==> config.mk <==
export PLATFORM = sky130hd
export DESIGN_NAME = sqrt_sched_flat
export DESIGN_NICKNAME = d
export VERILOG_FILES = /design/src/rtl/sqrt_sched_pkg.sv /design/src/rtl/sqrt_sched_if.sv /design/src/rtl/sqrt_sched_rr_arbiter.sv /design/src/rtl/sqrt_sched.sv /design/src/flat_wrapper.sv
export SDC_FILE = /design/constraint.sdc
export NUM_CORES = 1
export LEC_CHECK = 0
export BUFFER_PORTS_ARGS = -buffer_cell sky130_fd_sc_hd__buf_2
export CORE_UTILIZATION = 42
export DETAILED_ROUTE_END_ITERATION = 10
export HOLD_SLACK_MARGIN = 0.06
export PLACE_DENSITY = 0.77
export SYNTH_ARGS = -nofsm -noshare
export SYNTH_HDL_FRONTEND = slang
export SYNTH_SLANG_ARGS = --single-unit
==> constraint.sdc <==
create_clock -name CLK -period 2.8 [get_ports CLK]
set_clock_uncertainty 0.1 [all_clocks]
set_input_delay 0.28 -clock CLK [delete_from_list [all_inputs] [get_ports CLK]]
set_output_delay 0.28 -clock CLK [all_outputs]
set_load 0.03 [all_outputs]
==> src/rtl/sqrt_sched_pkg.sv <==
// Shared types and widths for the square-root request scheduler.
package sqrt_sched_pkg;

  localparam int unsigned SQRT_IN_W  = 16;
  localparam int unsigned SQRT_OUT_W = 12;

  typedef enum logic [1:0] {
    StIdle,
    StIssue,
    StWait,
    StResp
  } state_e;

endpackage

==> src/rtl/sqrt_sched_if.sv <==
// Requester fabric <-> scheduler bundle: per-port requests and the tagged response channel.
interface sqrt_sched_if #(
  parameter int unsigned NUM_REQ = 4,
  parameter int unsigned ID_W    = 2
);
  import sqrt_sched_pkg::*;

  logic [NUM_REQ-1:0]           req_valid;
  logic [NUM_REQ*SQRT_IN_W-1:0] req_data;
  logic [NUM_REQ-1:0]           req_ready;
  logic                         rsp_valid;
  logic                         rsp_ready;
  logic [ID_W-1:0]              rsp_id;
  logic [SQRT_OUT_W-1:0]        rsp_data;
  logic                         rsp_err;

  modport master (
    output req_valid, req_data, rsp_ready,
    input  req_ready, rsp_valid, rsp_id, rsp_data, rsp_err
  );

  modport slave (
    input  req_valid, req_data, rsp_ready,
    output req_ready, rsp_valid, rsp_id, rsp_data, rsp_err
  );

endinterface

==> src/rtl/sqrt_sched_rr_arbiter.sv <==
// Combinational round-robin arbiter: first set request at or above ptr, wrapping.
module rr_arbiter #(
  parameter int unsigned NUM_REQ = 4,
  parameter int unsigned ID_W    = 2
) (
  input  logic [NUM_REQ-1:0] req,
  input  logic [ID_W-1:0]    ptr,
  output logic [NUM_REQ-1:0] grant,
  output logic [ID_W-1:0]    grant_id,
  output logic               any
);

  logic [ID_W-1:0] idx;

  always_comb begin
    grant    = '0;
    grant_id = '0;
    any      = 1'b0;
    idx      = '0;
    for (int unsigned off = 0; off < NUM_REQ; off++) begin
      idx = ID_W'((32'(ptr) + off) % NUM_REQ);
      if (!any && req[idx]) begin
        grant[idx] = 1'b1;
        grant_id   = idx;
        any        = 1'b1;
      end
    end
  end

endmodule

==> src/rtl/sqrt_sched.sv <==
// Shares one square-root engine among NUM_REQ requesters, one operation in flight.
// Optional wait-timeout abort is enabled by defining SQRT_SCHED_TIMEOUT_EN.
module sqrt_sched
  import sqrt_sched_pkg::*;
#(
  parameter int unsigned NUM_REQ = 4,
  parameter int unsigned ID_W    = 2,
  parameter int unsigned TIMEOUT = 32
) (
  input  logic                  CLK,
  input  logic                  RST,
  sqrt_sched_if.slave           bus,
  output logic                  sqrt_in_valid,
  output logic [SQRT_IN_W-1:0]  sqrt_in,
  input  logic                  sqrt_out_valid,
  input  logic [SQRT_OUT_W-1:0] sqrt_out
);

  state_e                state_q, state_d;
  logic [ID_W-1:0]       ptr_q, ptr_d;
  logic [ID_W-1:0]       id_q, id_d;
  logic [SQRT_IN_W-1:0]  data_q, data_d;
  logic [SQRT_OUT_W-1:0] res_q, res_d;

  logic [NUM_REQ-1:0]   grant;
  logic [ID_W-1:0]      grant_id;
  logic                 grant_any;
  logic [SQRT_IN_W-1:0] slice [NUM_REQ];

  for (genvar i = 0; i < NUM_REQ; i++) begin : g_slice
    assign slice[i] = bus.req_data[SQRT_IN_W*i +: SQRT_IN_W];
  end

  rr_arbiter #(
    .NUM_REQ (NUM_REQ),
    .ID_W    (ID_W)
  ) u_arb (
    .req      (bus.req_valid),
    .ptr      (ptr_q),
    .grant    (grant),
    .grant_id (grant_id),
    .any      (grant_any)
  );

`ifdef SQRT_SCHED_TIMEOUT_EN
  localparam int unsigned CntW = (TIMEOUT > 1) ? $clog2(TIMEOUT) : 1;
  logic [CntW-1:0] cnt_q, cnt_d;
  logic            err_q, err_d;
  assign bus.rsp_err = err_q;
`else
  assign bus.rsp_err = 1'b0;
`endif

  assign bus.rsp_id   = id_q;
  assign bus.rsp_data = res_q;

  always_comb begin
    state_d       = state_q;
    ptr_d         = ptr_q;
    id_d          = id_q;
    data_d        = data_q;
    res_d         = res_q;
    bus.req_ready = '0;
    bus.rsp_valid = 1'b0;
    sqrt_in_valid = 1'b0;
    sqrt_in       = '0;
`ifdef SQRT_SCHED_TIMEOUT_EN
    cnt_d         = cnt_q;
    err_d         = err_q;
`endif
    unique case (state_q)
      StIdle: begin
        if (grant_any) begin
          bus.req_ready = grant;
          id_d          = grant_id;
          data_d        = slice[grant_id];
          state_d       = StIssue;
`ifdef SQRT_SCHED_TIMEOUT_EN
          err_d         = 1'b0;
`endif
        end
      end
      StIssue: begin
        sqrt_in_valid = 1'b1;
        sqrt_in       = data_q;
        state_d       = StWait;
`ifdef SQRT_SCHED_TIMEOUT_EN
        cnt_d         = '0;
`endif
      end
      StWait: begin
        // A result arriving on the expiry cycle takes priority over the abort.
        if (sqrt_out_valid) begin
          res_d   = sqrt_out;
          state_d = StResp;
`ifdef SQRT_SCHED_TIMEOUT_EN
          err_d   = 1'b0;
        end else if (cnt_q == CntW'(TIMEOUT - 1)) begin
          res_d   = '0;
          err_d   = 1'b1;
          state_d = StResp;
        end else begin
          cnt_d   = cnt_q + 1'b1;
`endif
        end
      end
      StResp: begin
        bus.rsp_valid = 1'b1;
        if (bus.rsp_ready) begin
          ptr_d   = (id_q == ID_W'(NUM_REQ - 1)) ? '0 : id_q + 1'b1;
          state_d = StIdle;
        end
      end
      default: state_d = StIdle;
    endcase
  end

  always_ff @(posedge CLK) begin
    if (RST) begin
      state_q <= StIdle;
      ptr_q   <= '0;
      id_q    <= '0;
      data_q  <= '0;
      res_q   <= '0;
`ifdef SQRT_SCHED_TIMEOUT_EN
      cnt_q   <= '0;
      err_q   <= 1'b0;
`endif
    end else begin
      state_q <= state_d;
      ptr_q   <= ptr_d;
      id_q    <= id_d;
      data_q  <= data_d;
      res_q   <= res_d;
`ifdef SQRT_SCHED_TIMEOUT_EN
      cnt_q   <= cnt_d;
      err_q   <= err_d;
`endif
    end
  end

endmodule

==> src/flat_wrapper.sv <==
// flat-port wrapper written by rule: the top's interface ports become plain ports
module sqrt_sched_flat import sqrt_sched_pkg::*;
#(
  parameter int unsigned NUM_REQ = 4,
  parameter int unsigned ID_W    = 2,
  parameter int unsigned TIMEOUT = 32
)
  (CLK, RST, sqrt_in_valid, sqrt_in, sqrt_out_valid, sqrt_out, bus_req_valid, bus_req_data, bus_rsp_ready, bus_req_ready, bus_rsp_valid, bus_rsp_id, bus_rsp_data, bus_rsp_err);
  sqrt_sched_if #(.NUM_REQ(NUM_REQ), .ID_W(ID_W)) bus_i ();
  input  logic CLK;
  input  logic RST;
  output logic sqrt_in_valid;
  output logic [SQRT_IN_W-1:0] sqrt_in;
  input  logic sqrt_out_valid;
  input  logic [SQRT_OUT_W-1:0] sqrt_out;
  input wire logic [$bits(bus_i.req_valid)-1:0] bus_req_valid;
  input wire logic [$bits(bus_i.req_data)-1:0] bus_req_data;
  input wire logic [$bits(bus_i.rsp_ready)-1:0] bus_rsp_ready;
  output wire logic [$bits(bus_i.req_ready)-1:0] bus_req_ready;
  output wire logic [$bits(bus_i.rsp_valid)-1:0] bus_rsp_valid;
  output wire logic [$bits(bus_i.rsp_id)-1:0] bus_rsp_id;
  output wire logic [$bits(bus_i.rsp_data)-1:0] bus_rsp_data;
  output wire logic [$bits(bus_i.rsp_err)-1:0] bus_rsp_err;
  assign bus_i.req_valid = bus_req_valid;
  assign bus_i.req_data = bus_req_data;
  assign bus_i.rsp_ready = bus_rsp_ready;
  assign bus_req_ready = bus_i.req_ready;
  assign bus_rsp_valid = bus_i.rsp_valid;
  assign bus_rsp_id = bus_i.rsp_id;
  assign bus_rsp_data = bus_i.rsp_data;
  assign bus_rsp_err = bus_i.rsp_err;
  sqrt_sched #(.NUM_REQ(NUM_REQ), .ID_W(ID_W), .TIMEOUT(TIMEOUT)) u_core (.CLK(CLK), .RST(RST), .bus(bus_i), .sqrt_in_valid(sqrt_in_valid), .sqrt_in(sqrt_in), .sqrt_out_valid(sqrt_out_valid), .sqrt_out(sqrt_out));
endmodule
* Word-level counts from Yosys, hierarchy flattened
Index checks and enable logic that the tools add are counted.
Word-level totals: bits in registers 34, input port bits 84, output and inout bits 37, logic and storage cells 85
Operators by class: reductions and logical operators 15, bitwise gates (word level) 4, add/subtract/negate cells 4, $lt $le $gt $ge 9, equality and inequality tests 7, multiplexer cells 41
Operator list (count):
- 16-bit 2-to-1 mux | 3
- 16-bit binary-select mux with 2-bit select | 1
- 4-bit 2-to-1 mux | 6
- 2-bit 2-to-1 mux | 8
- 1-bit 2-to-1 mux | 14
- 2-bit by 3-bit less-than comparator with 1-bit output (second input constant) | 4
- 4-bit bitwise OR | 3
- 1-bit binary-select mux with 2-bit select | 4
- 1-bit demux with 2-bit select | 4
- 2-bit by 1-bit >= comparator with 1-bit output (second input constant) | 4
- 2-bit case mux with 4 select lines | 1
- 1-bit logical AND | 7
- 2-bit == test (second input constant) | 3
- 2-bit AND reduction | 3
- 2-bit by 1-bit adder with 2-bit output (second input constant) | 2
- 2-bit adder (second input constant) | 2
- 2-bit inequality test (second input constant) | 2
- 3-bit >= comparator (second input constant) | 1
- 1-bit zero test | 3
- 2-bit inverter with 3-bit output | 1
- 3-bit AND reduction | 1
- 2-bit by 1-bit == test with 1-bit output (second input constant) | 1
- 2-bit zero test | 1
- 2-bit by 1-bit inequality test with 1-bit output (second input constant) | 1

* Logic depth before layout (Yosys ltp)
depth after elaboration 16, gate-level depth with buffers 13, gate-level depth less buffers 8

* By module
From an unflattened synthesis, not the netlist that was laid out.
Second synthesis, totals: cells, all modules 251, area total of the unflattened synthesis 2303.5 µm²
Modules (own cells, without submodules):
- sqrt_sched | cells an instance 206, instances 1, area each 1884.3 µm², sequential area each 680.7 µm²
- rr_arbiter | cells an instance 45, instances 1, area each 419.2 µm², sequential area each 0.0 µm²

* Worst setup path before layout
OpenSTA, ideal clock, no wires.
kind register to register, start register u_core.ptr_q[0], end register u_core.data_q[13], required time 2.578 ns, slack -0.237 ns, path buffers 3, library setup time 0.122 ns, clock period less this slack 3.037 ns, stages on the path, launching flop included 12, arrival 2.815 ns, cells stage by stage dfxtp_1 -> buf_4 -> inv_1 -> ha_1 -> buf_2 -> mux4_2 -> or2_4 -> o31ai_4 -> or4b_2 -> buf_2 -> nor3_1 -> a221o_1
Between the ends: word-level cells in the longest chain between the ends 16, elaborated cells between the ends (all ways) 30, those cells by class add/sub: 3; mux: 19; bitwise: 1; reduce/logical: 7
RTL lines:
- start: declaration | RTL line sqrt_sched.sv:20 | logic [ID_W-1:0] ptr_q, ptr_d;
- start signal: assignment | RTL line sqrt_sched.sv:131 | ptr_q <= ptr_d;
- parallel branches: the longest is 16 deep, another holds 2-bit by 1-bit adder with 2-bit output
- end signal: assignment | RTL line sqrt_sched.sv:133 | data_q <= data_d;
- end: declaration | RTL line sqrt_sched.sv:22 | logic [SQRT_IN_W-1:0] data_q, data_d;
Several ways; the timed one is not identified. The select of a mux whose other input is x is not followed. A chain may end at the register's enable or synchronous reset.

* Final worst setup path
start register u_core.ptr_q[0], end output bus_req_ready[3]
Between the ends: word-level cells in the longest chain between the ends 14, elaborated cells between the ends (all ways) 50, those cells by class add/sub: 3; order compare: 8; mux: 26; bitwise: 3; reduce/logical: 10
RTL lines:
- parallel branches: the longest is 12 deep, another holds 2-bit by 3-bit less-than comparator with 1-bit output
- 4-bit 2-to-1 mux * | RTL line sqrt_sched.sv:73 | if (grant_any) begin
- 4-bit 2-to-1 mux * | RTL line sqrt_sched.sv:71 | unique case (state_q)
- end: declaration | RTL line flat_wrapper.sv:19 | output wire logic [$bits(bus_i.req_ready)-1:0] bus_req_ready;
Every way passes the cells marked *. The select of a mux whose other input is x is not followed.

==> impl_metrics.csv <==
group,metric,value,unit
yosys,yosysTopAreaCellShare,0.2694,
floorplanning,row_count,27,
setup_path,cp.arrival,2.34,ns
clock_tree,cts_tree,"yes",
routing,wl_per_cell,14.38,µm
yosys,synth_area_leaders,"dfxtp_1 27%, mux2i_1 7.1%, mux2_2 6.2%, ha_1 5.9%, and2_1 4.5%",
power_and_ir_drop,finalPower,2.315,mW
clock_tree,cts_buffers,5,
grt,grt_use_met3,0.05029,
grt,met1_usage,0.2426,
floorplanning,num_io_pins,121,
setup_path,startpoint_type,"flip-flop",
timing,finalHoldViolCount,0,
clock_tree,cts_sinks,34,
timing,fin_crit_sh,0.9723,
place,dp_hpwl,5208,µm
routing,drt-total-wl,6844,µm
timing,max_freq,367.3,MHz
run_status,outcome,"completed",
power_and_ir_drop,p_leak,1.534,nW
yosys,async_flop_share,0,
setup_path,crit_chain,"inv_2 -> ha_4 -> mux4_2 -> or2_4 -> o31ai_4 -> buf_4 -> nor2_1 -> buf_2",
grt,grt_pass1_wl,10320,µm
yosys,synthesis.nets,378,
layout,nets,500,
yosys,synthCells,282,
yosys,yosysWarnings,0,
timing,fin_crit,2.723,ns
routing,vias,2619,
yosys,synth.most_common_cell,"dfxtp_1",
layout,fillers,525,
yosys,synth_common_cells,"34 x dfxtp_1, 30 x nand2_1, 18 x a21oi_1, 18 x and2_1, 18 x mux2i_1",
timing,slew_violations,0,
setup_path,cp_slowest_stage_delay,0.39,ns
routing,firstDrtPassIters,5,
setup_path,cp_max_fo,9,
grt,grt_max_degree,30,
clock_tree,htree_levels,2,
routing,drt_iter0_drc,165,
layout,drive_gt1_frac,0.4431,
layout,multi_input_area,1739,µm²
routing,viasPerCell,5.502,
floorplanning,fp.dieH,79.56,µm
power_and_ir_drop,vdd_drop_max,341.2,µV
yosys,ys_seq_area_frac,0.2694,
setup_path,cpMaxStageDelayCell,"dfxtp_4",
floorplanning,core_area,5642,µm²
floorplanning,die_area,6329,µm²
setup_path,cp-end-kind,"primary output",
layout,area_growth_syn_to_layout,32.89,%
clock_tree,hold_buffers,0,
clock_tree,root_buffer,"clkbuf_8",
place,post-place-ws,0.01355,ns
setup_path,crit_buf_inv,3,
grt,antenna_found_initial,0,
power_and_ir_drop,p_per_area,689.5,nW/µm²
grt,met2_usage,0.3761,
layout,antenna_cells,0,
min_path,hp-class,"input pin to flip-flop",
grt,grt.busiest_layer,"met2",
yosys,synth_flop_cell,"dfxtp_1",
routing,ant_nets,0,
yosys,yosys_register_bits,34,
run,cap_viol_max_count,0,
timing,whs,0.1270,ns
timing,setup-tns-final,0,ns
yosys,synth_cell_types,40,
layout,ff_latch_area,685.7,µm²
grt,grt-ovfl-total,0,
place,place_area,3168,µm²
yosys,synth_top_area_cell,"dfxtp_1",
floorplanning,fp.dieW,79.56,µm
grt,gr-usage-all-layers,0.2079,
timing,setup_ws,0.07748,ns
clock_tree,clockBufferDepth,2,
place,place_congestion,0.8469,
yosys,synth-edff-count,0,
place,io_buffers,119,
timing,relSlewSlack,0.5637,
clock_tree,clk-insertion-delay-late,0.28,ns
timing,tightestPinTransition,0.6545,ns
timing,setup_violations,0,
setup_path,crit_type,"flip-flop to primary output",
yosys,syn_area,2526,µm²
floorplanning,initial_core_util,0.4478,
setup_path,path_delay_family,"buffers and inverters",
grt,first_global_vias,2294,
clock_tree,path_clk_slew,0.07,ns
layout,fin_area,3357,µm²
routing,drc,0,
yosys,avgSynthCellArea,8.958,µm²
setup_path,crit_required,2.42,ns
cells by family (layout without fill, tap and decap cells):
group                    after synthesis  after routing  synth area share
AO/OA/AOI/OAI                         74             74            0.2273
other                                  1              1          0.001484
multiplexers                          38             38            0.1783
AND/OR/NAND/NOR                       96             96            0.1996
flip-flops                            34             34            0.2694
adder cells (fa/ha/maj)               12             12           0.05943
buffers and inverters                 27            149           0.06439
what timing repair did:
action                                  in CTS  in global routing
setup buffers                                1                  5
resized for setup                            2                 12
endpoints found under the setup margin      12                 21
endpoints found under the hold margin        0                  0
pin swaps                                    0                  1
power breakdown:
| part | leakage, nW | internal [mW] | switching (mW) |
|---|---|---|---|
| logic | 1.21 | 0.506 | 0.731 |
| registers | 0.280 | 0.635 | 0.0847 |
| clock network | 0.0443 | 0.195 | 0.163 |
| total | 1.53 | 1.34 | 0.979 |
area by class of cell:
type | count | area share
sequential | 34 | 0.2042
tap | 72 | 0.02684
clock buffer | 7 | 0.02572
multi-input combinational | 221 | 0.5181
timing repair buffer | 135 | 0.2173
inverter | 7 | 0.007827
metal layers:
metal	routed length, µm	vias up
li1	-	1292
met1	2736	1209
met2	3522	114
met3	542	4
met4	42	0
met5	0	-
tightest hold or removal path, stage by stage:
cell and delay (ns):
buf_2 0.09, nand2_1 0.04, a21oi_1 0.05
worst paths after layout:
check,end,from,slack [ns],depth (start not counted)
setup reg to reg,u_core.data_q[2],u_core.ptr_q[0],0.09,8
hold reg to reg,u_core.bus.rsp_data[10],u_core.bus.rsp_data[10],0.35,2
hold / removal,u_core.bus.rsp_data[7],sqrt_out[7],0.13,3
setup / recovery,bus_req_ready[3],u_core.ptr_q[0],0.08,8
layout by cell type (no fill, tap or decap), types with 2 or more instances in the layout:
| cell type | instances |
|---|---|
| mux2_1 | 2 |
| dfxtp_1 | 32 |
| a221oi_2 | 4 |
| nor3_1 | 14 |
| o32ai_1 | 8 |
| buf_2 | 118 |
| nor2b_1 | 5 |
| and2_1 | 18 |
| nor2_1 | 15 |
| ha_1 | 11 |
| mux2i_1 | 18 |
| inv_1 | 6 |
| mux4_2 | 4 |
| a31oi_1 | 8 |
| nand2_1 | 30 |
| nor3_2 | 2 |
| a21oi_1 | 18 |
| o21ai_0 | 2 |
| clkbuf_8 | 6 |
| mux2_2 | 14 |
| a221o_1 | 8 |
| nor3b_1 | 2 |
| o221ai_1 | 2 |
| a22oi_1 | 3 |
| buf_4 | 14 |
| a221oi_1 | 9 |
| buf_6 | 3 |
| o21bai_1 | 8 |
registers in the layout, indices dropped and copies added (netlist names):
name	cells
u_core.ptr_q	2
u_core.bus.rsp_data	12
u_core.bus.rsp_id	2
u_core.state_q	2
u_core.data_q	16
metrics by stage:
step | std cells | utilization
finish | 476 | 0.5950
global route | 476 | 0.5950
CTS | 471 | 0.5795
detailed placement | 463 | 0.5615
global placement | 463 | 0.5615
floorplan | 282 | -
No activity file was read; power rests on OpenSTA's default activity.
